### src/rtl/em_counter_n_if.sv
// Control/data bundle for em_counter_n: synchronous controls and load value
// in, registered count and combinational ripple carry/borrow out.
interface em_counter_n_if #(
    parameter int unsigned WIDTH = 4
);
    logic             nsclr;
    logic             nload;
    logic             ent;
    logic             enp;
    logic             up;
    logic [WIDTH-1:0] parallel_in;
    logic [WIDTH-1:0] count;
    logic             rco;

    // Side that drives the controls and observes the count
    modport master (
        output nsclr, nload, ent, enp, up, parallel_in,
        input  count, rco
    );

    // Counter side
    modport slave (
        input  nsclr, nload, ent, enp, up, parallel_in,
        output count, rco
    );
endinterface

### src/rtl/em_counter_n.sv
// Parametrised up/down counter with async clear, sync clear, parallel load,
// T/P enables and direction-aware ripple carry/borrow for cascading.
// Counting runs 0..MODULUS-1; loaded values are kept verbatim.
module em_counter_n #(
    parameter int unsigned      WIDTH   = 4,
    parameter longint unsigned  MODULUS = 16
) (
    input logic           clk,
    input logic           nclr,
    em_counter_n_if.slave bus
);

    if (WIDTH < 1 || WIDTH > 32) begin : g_bad_width
        $fatal(1, "em_counter_n: WIDTH must be in 1..32");
    end
    if (MODULUS < 2 || MODULUS > (64'd1 << WIDTH)) begin : g_bad_modulus
        $fatal(1, "em_counter_n: MODULUS must be in 2..2**WIDTH");
    end

    // Terminal value held at WIDTH bits so MODULUS = 2**WIDTH needs no extra bit
    localparam logic [WIDTH-1:0] LAST = WIDTH'(MODULUS - 64'd1);

    logic [WIDTH-1:0] count_q;
    logic [WIDTH-1:0] count_d;
    logic             at_last;
    logic             at_zero;

    assign at_last = (count_q == LAST);
    assign at_zero = (count_q == '0);

    // Next-count selection: clear, then load, then enabled step, else hold
    always_comb begin
        count_d = count_q;
        if (!bus.nsclr) begin
            count_d = '0;
        end else if (!bus.nload) begin
            count_d = bus.parallel_in;
        end else if (bus.ent && bus.enp) begin
            if (bus.up) begin
                // >= so out-of-range loaded values return to zero on the next up step
                count_d = (count_q >= LAST) ? '0 : count_q + WIDTH'(1);
            end else begin
                count_d = at_zero ? LAST : count_q - WIDTH'(1);
            end
        end
    end

    // Count register with asynchronous active-low clear
    always_ff @(posedge clk or negedge nclr) begin
        if (!nclr) begin
            count_q <= '0;
        end else begin
            count_q <= count_d;
        end
    end

    assign bus.count = count_q;
    // Exact terminal match only, gated by ent, following the current direction
    assign bus.rco   = bus.ent & (bus.up ? at_last : at_zero);

endmodule
### src/flat_wrapper.sv
// flat-port wrapper written by rule: the top's interface ports become plain ports
module em_counter_n_flat 
#(
    parameter int unsigned      WIDTH   = 4,
    parameter longint unsigned  MODULUS = 16
)
  (clk, nclr, bus_nsclr, bus_nload, bus_ent, bus_enp, bus_up, bus_parallel_in, bus_count, bus_rco);
  em_counter_n_if #(.WIDTH(WIDTH)) bus_i ();
  input logic clk;
  input logic nclr;
  input wire logic [$bits(bus_i.nsclr)-1:0] bus_nsclr;
  input wire logic [$bits(bus_i.nload)-1:0] bus_nload;
  input wire logic [$bits(bus_i.ent)-1:0] bus_ent;
  input wire logic [$bits(bus_i.enp)-1:0] bus_enp;
  input wire logic [$bits(bus_i.up)-1:0] bus_up;
  input wire logic [$bits(bus_i.parallel_in)-1:0] bus_parallel_in;
  output wire logic [$bits(bus_i.count)-1:0] bus_count;
  output wire logic [$bits(bus_i.rco)-1:0] bus_rco;
  assign bus_i.nsclr = bus_nsclr;
  assign bus_i.nload = bus_nload;
  assign bus_i.ent = bus_ent;
  assign bus_i.enp = bus_enp;
  assign bus_i.up = bus_up;
  assign bus_i.parallel_in = bus_parallel_in;
  assign bus_count = bus_i.count;
  assign bus_rco = bus_i.rco;
  em_counter_n #(.WIDTH(WIDTH), .MODULUS(MODULUS)) u_core (.clk(clk), .nclr(nclr), .bus(bus_i));
endmodule
### config.mk
export PLATFORM = sky130hd
export DESIGN_NAME = em_counter_n_flat
export DESIGN_NICKNAME = d
export VERILOG_FILES = /design/src/rtl/em_counter_n_if.sv /design/src/rtl/em_counter_n.sv /design/src/flat_wrapper.sv
export SDC_FILE = /design/constraint.sdc
export NUM_CORES = 1
export LEC_CHECK = 0
export ABC_AREA = 1
export ABC_CLOCK_PERIOD_IN_PS = 2100
export CORE_AREA = 4 4 41 43
export CTS_CLUSTER_DIAMETER = 200
export DETAILED_ROUTE_END_ITERATION = 10
export DIE_AREA = 0 0 45 47
export PLACE_DENSITY = 0.65
export SLEW_MARGIN = 20
export SYNTH_ARGS = -nofsm -noshare
export SYNTH_HDL_FRONTEND = slang
export SYNTH_SLANG_ARGS = --single-unit
### constraint.sdc
create_clock -name clk -period 2.1 [get_ports clk]
set_input_delay 0.42 -clock clk [delete_from_list [all_inputs] [get_ports clk]]
set_output_delay 0.42 -clock clk [all_outputs]
set_load 0.01 [all_outputs]
== Yosys cells after proc, flatten, opt, wreduce, memory -nomap -nowiden ==
Cells that the tools add are included.
Operators by class
  add/sub/neg operators: 2
  order comparisons: 1
  equal/unequal tests: 2
  mux-type cells: 7
  bitwise operators: 1
  reduce and logical (&&, ||, !) cells: 2
Operators with widths (number)
  $mux 4: 6
  $add 4x1->4 const B: 1
  $eq 4x4->1 const B: 1
  $ge 4x4->1 const B: 1
  $logic_not 4->1: 1
  $sub 4x1->4 const B: 1
  $ne 3x2->1 const B: 1
  $and 1x1->1: 1
  $logic_and 1x1->1: 1
  $mux 1: 1
Word-level totals
  register bits after elaboration: 4
  logic and storage cells: 16

== Longest topological paths before layout ==
  depth in word-level cells: 6
  gate-level depth with buffers: 10
  mapped depth without buffers: 10

== Least setup slack after synthesis ==
Ideal clock, no wire load.
  path kind: register to output
  start point: register u_core.count_q[0], in the netlist u_core.bus.count[0]
  end point: output bus_rco
  arrival: 1236 ps
  required time: 1680 ps
  slack: 444 ps
  cell stages (with the launch flop): 7
  cells stage by stage: dfrtp_1 -> inv_1 -> ha_1 -> inv_1 -> nor2_1 -> nand3_1 -> a21boi_0
Between the ends
  word-level cells in the longest chain between the ends: 3
  elaborated cells between the ends (all ways): 4
RTL lines
  start, declared: RTL line em_counter_n.sv:23  | logic [WIDTH-1:0] count_q;
  start signal, assigned: RTL line em_counter_n.sv:53  | count_q <= count_d;
  $eq 4x4->1 / $logic_not 4->1 (equally long branches): RTL line em_counter_n.sv:28, em_counter_n.sv:29
  $mux 1 *: RTL line em_counter_n.sv:59  | assign bus.rco = bus.ent & (bus.up ? at_last : at_zero);
  $and 1x1->1 *: RTL line em_counter_n.sv:59
  end, declared: RTL line flat_wrapper.sv:18  | output wire logic [$bits(bus_i.rco)-1:0] bus_rco;
Every way passes the cells marked *; elsewhere a longest branch is shown, timed or not.

== Worst setup path in the final report ==
Same ends and word-level chain as after synthesis.

==> results.sh <==
export IMPL_fin_crit_sh_pct=90.9
export IMPL_place_port_buffers=15
export IMPL_die_area_um2=2120
export IMPL_design_portCount=16
export IMPL_drive_gt1_share_pct=20.0
export IMPL_grt_first_pass_wirelength_um=1880
export IMPL_insertedDiodeCount=0
export IMPL_worstRegToRegCells=10
export IMPL_vdd_ir_drop_worst_v=0.000363
export IMPL_viasPerCell=5.14
export IMPL_hold_path_class="in2async"
export IMPL_finalWorstSetupSlack_ns=0.191
export IMPL_syn_cell_area_um2=388
export IMPL_worstSetupStartpointType="flop"
export IMPL_nets=95
export IMPL_final_max_slew_viol_count=0
export IMPL_grtUsageTotal_pct=12.5
export IMPL_antenna_found_initial=0
export IMPL_ctsLongestPathBuffers=2
export IMPL_stdcell_count=95
export IMPL_die_h_um=47
export IMPL_cts_setup_buffers=0
export IMPL_power_density_nw_per_um2=521
export IMPL_setup_crit_end_kind="primary output"
export IMPL_dpl_cell_area_um2=594
export IMPL_fin_area_um2=612
export IMPL_route_antenna_remaining_nets=0
export IMPL_final_core_util_pct=47.0
export IMPL_drc=0
export IMPL_initial_utilization_pct=29.8
export IMPL_async_reset_ff_share_pct=100
export IMPL_p_leak_nw=0.285
export IMPL_met2WireLength_um=550
export IMPL_cp_data_arrival_time_ns=1.49
export IMPL_clock_tree_htree_level_count=1
export IMPL_maxSlewHeadroom_pct=80.4
export IMPL_cts_sink_count=4
export IMPL_placeable_area_um2=1300
export IMPL_detail_route_first_pass_iterations=4
export IMPL_timing_hold_ws_ns=0.385
export IMPL_maxClockFrequency_mhz=524
export IMPL_numCtsBuffers=3
export IMPL_cts_tree="done"
export IMPL_grt_start_max_net_pins=9
export IMPL_floorplan_rows=13
export IMPL_largest_register_ffs=4
export IMPL_place_detailed_hpwl_um=903
export IMPL_drt_wl_total_um=1100
export IMPL_clk_pin_slew_worst_paths_ns=0.04
export IMPL_clock_insertion_delay_worst_skew_ns=0.24
export IMPL_seq_area_frac_synth_pct=25.8
export IMPL_synth_net_count=69
export IMPL_vias_in_the_first_global_route=474
export IMPL_syn_inst=56
export IMPL_worst_endpoint_required_ns=1.68
export IMPL_synthToLayoutAreaGrowth_pct=57.7
export IMPL_detail_route_wl_per_cell_um=11.6
export IMPL_synth_enable_flop_cells=0
export IMPL_outcome="completed"
export IMPL_die_w_um=45
export IMPL_routed_top_layer="met4"
export IMPL_synth_seq_cells=4
export IMPL_drt_iter0_drc=9
export IMPL_gr_total_overflow=0
export IMPL_synthesis_area_per_instance_um2=6.93
export IMPL_top_fanout_value_on_the_critical_path=5
export IMPL_netlist_cell_type_count=19
export IMPL_finalClockSkew_ns=0.00303
export IMPL_detailroute_via_count=488
export IMPL_post_place_ws_ns=-0.150
export IMPL_yosysWarningCount=0
export IMPL_cts_root_buf="clkbuf_4"
export IMPL_setup_viol_count_final=0
export IMPL_drt_met1_wl_um=457
export IMPL_final_period_minus_worst_setup_slack_ns=1.91
export IMPL_timing_worst_slew_pin_value_ns=0.294
export IMPL_max_cap_violations=0
export IMPL_unrepaired_setup_endpoints_after_global_routing="false"
export IMPL_place_inst=92
export IMPL_finalSetupTns_ns=0
export IMPL_power_mw=0.319
export IMPL_final_weighted_congestion_in_routability_driven_placement=0.861
export IMPL_worst_setup_path_type="reg2out"
export IMPL_timing_final_hold_violations=0
export IMPL_met3_length_um=67
export IMPL_postSynth_topFlopCell="dfrtp_1"
## cells in the final DEF, fill, tap and decap left out, drive strengths merged
| cell type | instances |
|---|---|
| dfrtp | 4 |
| buf | 8 |
| o21a | 2 |
| a21boi | 2 |
| o21ai | 6 |
| o22ai | 1 |
| nand4 | 4 |
| a21oi | 2 |
| clkdlybuf4s50 | 14 |
| nor2 | 4 |
| clkbuf | 4 |
| nand2 | 15 |
| inv | 5 |
| ha | 2 |
| nand3 | 7 |
## cell type report
type	count	area, um^2
inverter	5	18.8
clock buffer	3	22.5
multi-input combinational	45	246
sequential	4	100
fill	149	689
timing repair buffer	23	205
tap	15	18.8
## logic make-up after synthesis
group           share of synthesized area (%)
fa+ha+maj                                6.45
buf+inv                                  10.6
simple gates                             36.5
flops                                    25.8
compound gates                           20.6
## metal layers
metal	vias to the layer above	global-route usage, %
li1	244	-
met1	223	12.6
met2	17	22.3
met3	4	4.60
met4	0	7.02
met5	-	0
## timing repair
action	in CTS	in global routing
endpoints found under the setup margin	1	1
hold buffers	0	0
resized for setup	1	3
pin swaps	0	0
## Yosys cell counts (2+ instances only)
master,n,share of area (%)
ha_1,2,6.5
nor2_1,3,2.9
dfrtp_1,4,26
o21a_1,2,3.9
inv_1,4,3.9
buf_6,2,5.8
o21ai_0,4,5.2
a21oi_1,2,2.6
nand4_1,4,6.5
nand3_1,7,9.0
nand2_1,14,14
## power breakdown
group          total [mW]  switching [mW]  leakage (nW)  internal, mW
sequential         0.0956          0.0111        0.0522        0.0845
combinational       0.123          0.0573         0.219        0.0656
clock               0.100          0.0359        0.0138        0.0642
total               0.319           0.104         0.285         0.214
## final timing paths
kind	to	startpoint	slack, ns
setup reg to reg	u_core.bus.count[3]	u_core.bus.count[0]	0.81
max in group asynchronous	u_core.bus.count[3]	nclr	1.54
setup / recovery	bus_rco	u_core.bus.count[0]	0.19
hold / removal	u_core.bus.count[0]	nclr	0.39
hold reg to reg	u_core.bus.count[1]	u_core.bus.count[1]	0.63
min in group clk	u_core.bus.count[1]	u_core.bus.count[1]	0.63
## critical path: stages (launching register included)
cell      delay [ns]
dfrtp_1         0.41
inv_1           0.09
ha_1            0.15
inv_1           0.05
nor2_1          0.12
nand3_1         0.11
a21boi_0        0.16
clkbuf_2        0.15
(Power assumes the default switching activity.)
